### src/rtl/lcd_hd44780_driver.sv
// Write-only HD44780 character-LCD controller: autonomous power-on init, then one
// command/data byte per valid/ready handshake with 8-bit bus timing and execution waits.
module lcd_hd44780_driver #(
    parameter int unsigned POWER_ON_CYCLES    = 375000,
    parameter int unsigned SETUP_CYCLES       = 2,
    parameter int unsigned E_HIGH_CYCLES      = 12,
    parameter int unsigned HOLD_CYCLES        = 2,
    parameter int unsigned SHORT_DELAY_CYCLES = 1000,
    parameter int unsigned LONG_DELAY_CYCLES  = 41000
) (
    input  logic       clk,
    input  logic       rst_n,
    input  logic       req_valid,
    output logic       req_ready,
    input  logic       req_rs,
    input  logic [7:0] req_data,
    output logic       init_done,
    output logic       lcd_rs,
    output logic       lcd_rw,
    output logic       lcd_e,
    output logic [7:0] lcd_data
);

    localparam int unsigned Max0 = (POWER_ON_CYCLES > SETUP_CYCLES) ? POWER_ON_CYCLES
                                                                    : SETUP_CYCLES;
    localparam int unsigned Max1 = (Max0 > E_HIGH_CYCLES) ? Max0 : E_HIGH_CYCLES;
    localparam int unsigned Max2 = (Max1 > HOLD_CYCLES) ? Max1 : HOLD_CYCLES;
    localparam int unsigned Max3 = (Max2 > SHORT_DELAY_CYCLES) ? Max2 : SHORT_DELAY_CYCLES;
    localparam int unsigned MaxCycles = (Max3 > LONG_DELAY_CYCLES) ? Max3 : LONG_DELAY_CYCLES;
    localparam int unsigned CntW = $clog2(MaxCycles + 1);

    localparam logic [CntW-1:0] PowerLast = CntW'(POWER_ON_CYCLES - 1);
    localparam logic [CntW-1:0] SetupLast = CntW'(SETUP_CYCLES - 1);
    localparam logic [CntW-1:0] PulseLast = CntW'(E_HIGH_CYCLES - 1);
    localparam logic [CntW-1:0] HoldLast  = CntW'(HOLD_CYCLES - 1);
    localparam logic [CntW-1:0] ShortLast = CntW'(SHORT_DELAY_CYCLES - 1);
    localparam logic [CntW-1:0] LongLast  = CntW'(LONG_DELAY_CYCLES - 1);
    localparam logic [2:0]      InitLast  = 3'd5;

    typedef enum logic [2:0] {
        StPowerWait,
        StSetup,
        StPulse,
        StHold,
        StDelay,
        StIdle
    } state_e;

    state_e          state_q, state_d;
    logic [CntW-1:0] cnt_q, cnt_d;
    logic [2:0]      idx_q, idx_d;
    logic            rs_q, rs_d;
    logic [7:0]      data_q, data_d;
    logic            e_q, e_d;
    logic            ready_q, ready_d;
    logic            done_q, done_d;
    logic            long_sel;

    function automatic logic [7:0] init_byte(input logic [2:0] idx);
        case (idx)
            3'd0, 3'd1, 3'd2: init_byte = 8'h38;
            3'd3:             init_byte = 8'h0C;
            3'd4:             init_byte = 8'h01;
            default:          init_byte = 8'h06;
        endcase
    endfunction

    // Clear (0x01), home (0x02/0x03) and 0x00 need the long execution wait.
    assign long_sel = !rs_q && (data_q[7:2] == 6'd0);

    always_ff @(posedge clk or negedge rst_n) begin
        if (!rst_n) begin
            state_q <= StPowerWait;
        end else begin
            state_q <= state_d;
        end
    end

    always_comb begin
        state_d = state_q;
        unique case (state_q)
            StPowerWait: if (cnt_q == PowerLast) state_d = StSetup;
            StSetup:     if (cnt_q == '0) state_d = StPulse;
            StPulse:     if (cnt_q == '0) state_d = StHold;
            StHold:      if (cnt_q == '0) state_d = StDelay;
            StDelay: begin
                if (cnt_q == '0) begin
                    state_d = (done_q || idx_q == InitLast) ? StIdle : StSetup;
                end
            end
            StIdle:      if (req_valid) state_d = StSetup;
            default:     state_d = StPowerWait;
        endcase
    end

    always_comb begin
        cnt_d  = cnt_q;
        idx_d  = idx_q;
        rs_d   = rs_q;
        data_d = data_q;
        // Power-on wait counts up from the reset-cleared value; all other states count down.
        if (state_q == StPowerWait) begin
            cnt_d = cnt_q + CntW'(1);
        end else if (cnt_q != '0) begin
            cnt_d = cnt_q - CntW'(1);
        end
        if (state_d != state_q) begin
            unique case (state_d)
                StSetup: begin
                    cnt_d = SetupLast;
                    if (state_q == StIdle) begin
                        rs_d   = req_rs;
                        data_d = req_data;
                    end else begin
                        if (state_q == StDelay) idx_d = idx_q + 3'd1;
                        rs_d   = 1'b0;
                        data_d = init_byte(idx_d);
                    end
                end
                StPulse:     cnt_d = PulseLast;
                StHold:      cnt_d = HoldLast;
                StDelay:     cnt_d = long_sel ? LongLast : ShortLast;
                StIdle:      cnt_d = '0;
                StPowerWait: cnt_d = '0;
                default:     cnt_d = '0;
            endcase
        end
        e_d     = (state_d == StPulse);
        ready_d = (state_d == StIdle);
        done_d  = done_q | (state_d == StIdle);
    end

    always_ff @(posedge clk or negedge rst_n) begin
        if (!rst_n) begin
            cnt_q   <= '0;
            idx_q   <= '0;
            rs_q    <= 1'b0;
            data_q  <= '0;
            e_q     <= 1'b0;
            ready_q <= 1'b0;
            done_q  <= 1'b0;
        end else begin
            cnt_q   <= cnt_d;
            idx_q   <= idx_d;
            rs_q    <= rs_d;
            data_q  <= data_d;
            e_q     <= e_d;
            ready_q <= ready_d;
            done_q  <= done_d;
        end
    end

    assign req_ready = ready_q;
    assign init_done = done_q;
    assign lcd_rs    = rs_q;
    assign lcd_rw    = 1'b0;
    assign lcd_e     = e_q;
    assign lcd_data  = data_q;

endmodule

### config.mk
export PLATFORM = sky130hd
export DESIGN_NAME = lcd_hd44780_driver
export DESIGN_NICKNAME = d
export VERILOG_FILES = /design/src/rtl/lcd_hd44780_driver.sv
export SDC_FILE = /design/constraint.sdc
export NUM_CORES = 1
export LEC_CHECK = 0
export CAP_MARGIN = 5
export CORE_MARGIN = 5
export CORE_UTILIZATION = 35
export CTS_CLUSTER_DIAMETER = 120
export DETAILED_ROUTE_END_ITERATION = 7
export PLACE_DENSITY_LB_ADDON = 0.25
export SKIP_CTS_REPAIR_TIMING = 1
export SYNTH_ARGS = -nofsm -noshare
export SYNTH_HDL_FRONTEND = slang
export SYNTH_SLANG_ARGS = --single-unit
### constraint.sdc
create_clock -name clk -period 3.86 [get_ports clk]
set_input_delay 0.772 -clock clk [delete_from_list [all_inputs] [get_ports clk]]
set_output_delay 0.772 -clock clk [all_outputs]
set_load 0.01 [all_outputs]
* Yosys cells after proc, flatten, opt, wreduce, memory -nomap -nowiden *
Cells that the tools add are included.

word-level totals
  bits in registers = 37
  logic and storage cells = 63
  input bits = 12
  output and inout bits = 13

operators by class
  reductions and logical operators = 13
  equality and inequality tests = 17
  muxes and demuxes = 20
  bitwise logic cells = 2
  add/subtract/negate cells = 3

operators with widths
  operator                 number
  $mux W19                 3
  $pmux W16 S3             1
  $mux W3                  11
  $add A19 B1 Y19 const B  1
  $eq A19 B19 Y1 const B   1
  $logic_not A19 Y1        1
  $reduce_bool A19 Y1      1
  $sub A19 B1 Y19 const B  1
  $eq A3 B2 Y1 const B     6
  $eq A3 B3 Y1 const B     6
  $pmux W3 S6              1
  $pmux W6 S3              1
  $mux W16                 1
  $eq A3 B1 Y1 const B     3
  $mux W8                  1
  $logic_not A3 Y1         2
  $logic_not A6 Y1         1
  $add A3 B1 Y3 const B    1
  $ne A3 B3 Y1             1
  $reduce_and A3 Y1        1
  $reduce_bool A3 Y1       1
  $reduce_or A3 Y1         1
  $reduce_and A2 Y1        1
  $reduce_or A2 Y1         1
  6 further kinds          6

* Longest topological paths before layout *
  depth after elaboration = 12
  depth in mapped cells = 12
  depth with buffers taken out = 11

* Worst setup path after synthesis *
No wires, ideal clock.

  path kind = reg-to-reg
  start = reg state_q[1]
  end = reg cnt_q[17]
  required time = 3.738 ns
  period minus slack after synthesis = 3.187 ns
  buffers on the path = 1
  path slack = 0.673 ns
  data arrival time = 3.066 ns
  library setup time = 0.122 ns
  stages on the path, launching flop included = 13
  cell sequence = dfrtp_1 buf_2 nor2_1 nand2_1 ha_1 a211oi_1 o21bai_1 a21o_1 a311oi_1 o21ai_0 a41oi_1 mux2i_1 nand2_1

between the ends
  cells in the longest elaborated chain, start to end = 4
  elaborated cells between the ends (all ways) = 17
  classes of those cells = eq/ne (6); mux (9); reduce/logical (2)

ends and longest elaborated chain
  element                                                          RTL line  text
  start, declared                                                  49        state_e state_q, state_d;
  start signal, assigned                                           73        state_q <= StPowerWait;
  start signal, assigned                                           75        state_q <= state_d;
  $eq A3 B3 Y1, or another cell as far along                       81        unique case (state_q)
  $pmux W3 S6                                                      81
  $ne A3 B3 Y1                                                     107       if (state_d != state_q) begin
  $reduce_bool A3 Y1 (no line) / $mux W19 (equally long branches)  -
  end signal, assigned                                             143       cnt_q <= cnt_d;
  end, declared                                                    50        logic [CntW-1:0] cnt_q, cnt_d;

Several ways; a longest one is shown, not always the timed one.
A chain may end at the register's enable or synchronous reset.

* Worst setup path after layout *
  start = reg state_q[0]
  end = reg cnt_q[17]

The elaborated chain is that of the path after synthesis.

==> reports/metrics.cfg <==
[timing]
min_period_ns = 3.258
setup_viol = 0
final.period_utilization = 0.8440
worst_slew_pin_slew_ns = 0.8509
rsz0062_at_grt = no
fmax_mhz = 306.9
skew_ns = 0.005074
relSlewSlack = 0.4327
hold_viol_final = 0
slew_violations = 0
tns_ns = 0

[global_routing]
grt-ovfl-total = 0
grt_max_degree = 38
grt_pass1_vias = 2131
grt_use_total = 0.1386
antenna_found_initial = 0
grt_pass1_wl_um = 9832

[clocking]
clock_latency_ns = 0.29
clk_path_buf_depth = 2
cts.sinks = 37
cts_tree = built
htree_levels = 2
clk_pin_slew_ns = 0.08
clockRootBuffer = clkbuf_8
cts_buffers = 5

[yosys]
synth_edf_count = 0
synth_xor_xnor_area_share = 0.06031
async_flop_share = 1.000
synth_top_family_by_area = compound AO/OA/AOI/OAI gates
synth_nets = 305
synth_compound_area_frac = 0.2139
yosys.area.top_type = dfrtp_1
synth.avg_cell_area_um2 = 9.043
synth-adder-area-share = 0.1044
yosys-top-cells-area = dfrtp_1 38%, ha_1 9.6%, o21ai_0 4.1%, nor2_1 4.0%, nand2_1 3.5%
synthCells = 273
yosysSeqAreaShare = 0.3751
synth_ff_type = dfrtp_1
yosys.area_share.simple = 0.2053
synth_warnings = 0
ys_types = 56
synth_top_area_share = 0.3751
synthMuxAreaShare = 0.004055
ys_ff_latch = 37
syn-cell-area_mm2 = 0.002469

[drt]
drt-pass1-iter-count = 4
initialDrtViolationCount = 100
wl_um = 5456
avgViaCountPerCell = 5.132
final_antenna_net_count = 0
wire_per_inst_um = 13.88
drc = 0
num_vias = 2017

[placed_design]
post-dp-hpwl_um = 4051
gp_congestion = 0.8348
place_area_mm2 = 0.002779
io_buffers = 23

[floorplan]
std_cell_rows = 30
die_x_um = 93.99
die_area_mm2 = 0.008833
io_pins = 25
die_h_um = 93.99
start_util = 0.3614
fp.coreArea_mm2 = 0.006832

[critical_path]
worstRegToRegCells = 11
cp.required_ns = 4.04
critPathMaxFanout = 10
cp.arrival_ns = 3.44
r2r_slack_ns = 0.60
r2r-start = state_q[0]$_DFF_PN0_
crit_end = cnt_q[17]$_DFFE_PN0P_
startpoint = state_q[0]$_DFF_PN0_
crit_type = register to register
crit_path_end_kind = register
r2r_end = cnt_q[17]$_DFFE_PN0P_
worst_setup_path_start_kind = register

[cells_and_area]
final_layout_size_suffix_gt1_frac = 0.08418
insertedDiodeCount = 0
final-seq-area_um2 = 925.9
fillers = 691
fin_area_mm2 = 0.002890
fin_nets = 328
multi_input_area_mm2 = 0.001455
area_growth_pct = 17.08

[run_status]
status = completed

[worst_hold_path]
holdCritPathClass = register to register

[power_and_ir_drop]
power.density_mw_per_mm2 = 256.9
vdd_drop_max_mv = 0.1166
power_leakage_nw = 1.204

[flow_run]
cap_violations = 0

-- critical path: stages (launching register included) --
cell      delay [ns]
dfrtp_1         0.47
inv_1           0.16
nand2_1         0.30
ha_1            0.45
a21o_1          0.20
a21oi_1         0.23
a21boi_0        0.13
a311oi_1        0.38
o21ai_0         0.25
a41oi_1         0.31
mux2i_1         0.21
nand2_1         0.06
-- layer usage --
metal  track usage  wire, µm  up-vias
met3       0.04006       307        7
met1        0.1879      2765      930
li1              -         -     1038
met5             0         0        -
met4       0.04573        63        0
met2        0.2111      2320       42
-- cells by family (layout without fill, tap and decap cells) --
kind of cell    after synthesis  in the layout
xor+xnor                     17             17
flops                        37             37
compound gates               81             81
simple gates                 99             99
mux                           1              1
fa+ha+maj                    20             20
other cells                   1              1
buf+inv                      17             41
-- Yosys cell counts (5+ instances only) --
cell type / n
a21o_1: 9
and2_1: 5
a21oi_1: 17
nor3_1: 11
dfrtp_1: 37
ha_1: 19
a31oi_1: 7
nand2_1: 23
nand3_1: 9
xnor2_1: 8
inv_1: 6
xor2_1: 9
o21ai_0: 20
nor2_1: 26
nor4_1: 5
-- sequential cells by signal, summed over array words and instances (netlist names) --
name,flops
cnt_q,19
idx_q,3
init_done,1
lcd_data,8
lcd_e,1
lcd_rs,1
req_ready,1
state_q,3
-- metrics by stage --
stage	power [mW]	hold WS, ns	util	worst slack, ns	instances
3_5_place_dp	0.4145	0.5045	0.4068	0.6363	385
3_3_place_gp	0.4145	0.5109	0.4068	0.7039	385
6_report	0.7426	0.5139	0.4231	0.6021	393
5_1_grt	0.7722	0.5369	0.4231	0.1782	393
4_1_cts	0.7564	0.5257	0.4231	0.6005	393
2_1_floorplan	0.3963	0.4764	-	0.6727	273
-- cell type report --
cell class,instances,area share
multi-input combinational,219,0.5035
sequential,37,0.3203
timing repair buffer,27,0.08831
tap,96,0.04156
clock buffer,6,0.02511
clock inverter,2,0.01342
inverter,6,0.007792
-- worst min-delay path by stage --
stage / startpoint / end / cells after the start
3_3_place_gp: init_done$_DFF_PN0_ / init_done$_DFF_PN0_ / 1
5_1_grt: init_done$_DFF_PN0_ / init_done$_DFF_PN0_ / 1
2_1_floorplan: rst_n / cnt_q[0]$_DFFE_PN0P_ / 0
3_5_place_dp: init_done$_DFF_PN0_ / init_done$_DFF_PN0_ / 1
6_report: init_done$_DFF_PN0_ / init_done$_DFF_PN0_ / 1
4_1_cts: init_done$_DFF_PN0_ / init_done$_DFF_PN0_ / 1
-- cell usage in the layout (no fill, tap or decap), drive strengths merged, types with 2 or more instances in the layout --
cell / instances
a311oi: 2
inv: 6
o21ai: 22
a22oi: 2
nor4: 6
ha: 19
nor2: 26
a211oi: 5
and2: 7
o21bai: 3
nand2: 25
nand4: 4
xor2: 9
a21o: 9
nor3: 11
a31oi: 7
clkbuf: 6
o21a: 3
a21oi: 18
xnor2: 8
a31o: 2
dfrtp: 37
clkdlybuf4s50: 22
nand3: 9
buf: 5
-- report_power, final --
part           total (mW)  leakage [nW]  switching [mW]  internal (mW)
clock network       0.337        0.0554           0.143          0.194
logic              0.0187         0.672         0.00947        0.00921
registers           0.387         0.477               0          0.387
No activity file was read; power rests on OpenSTA's default activity.
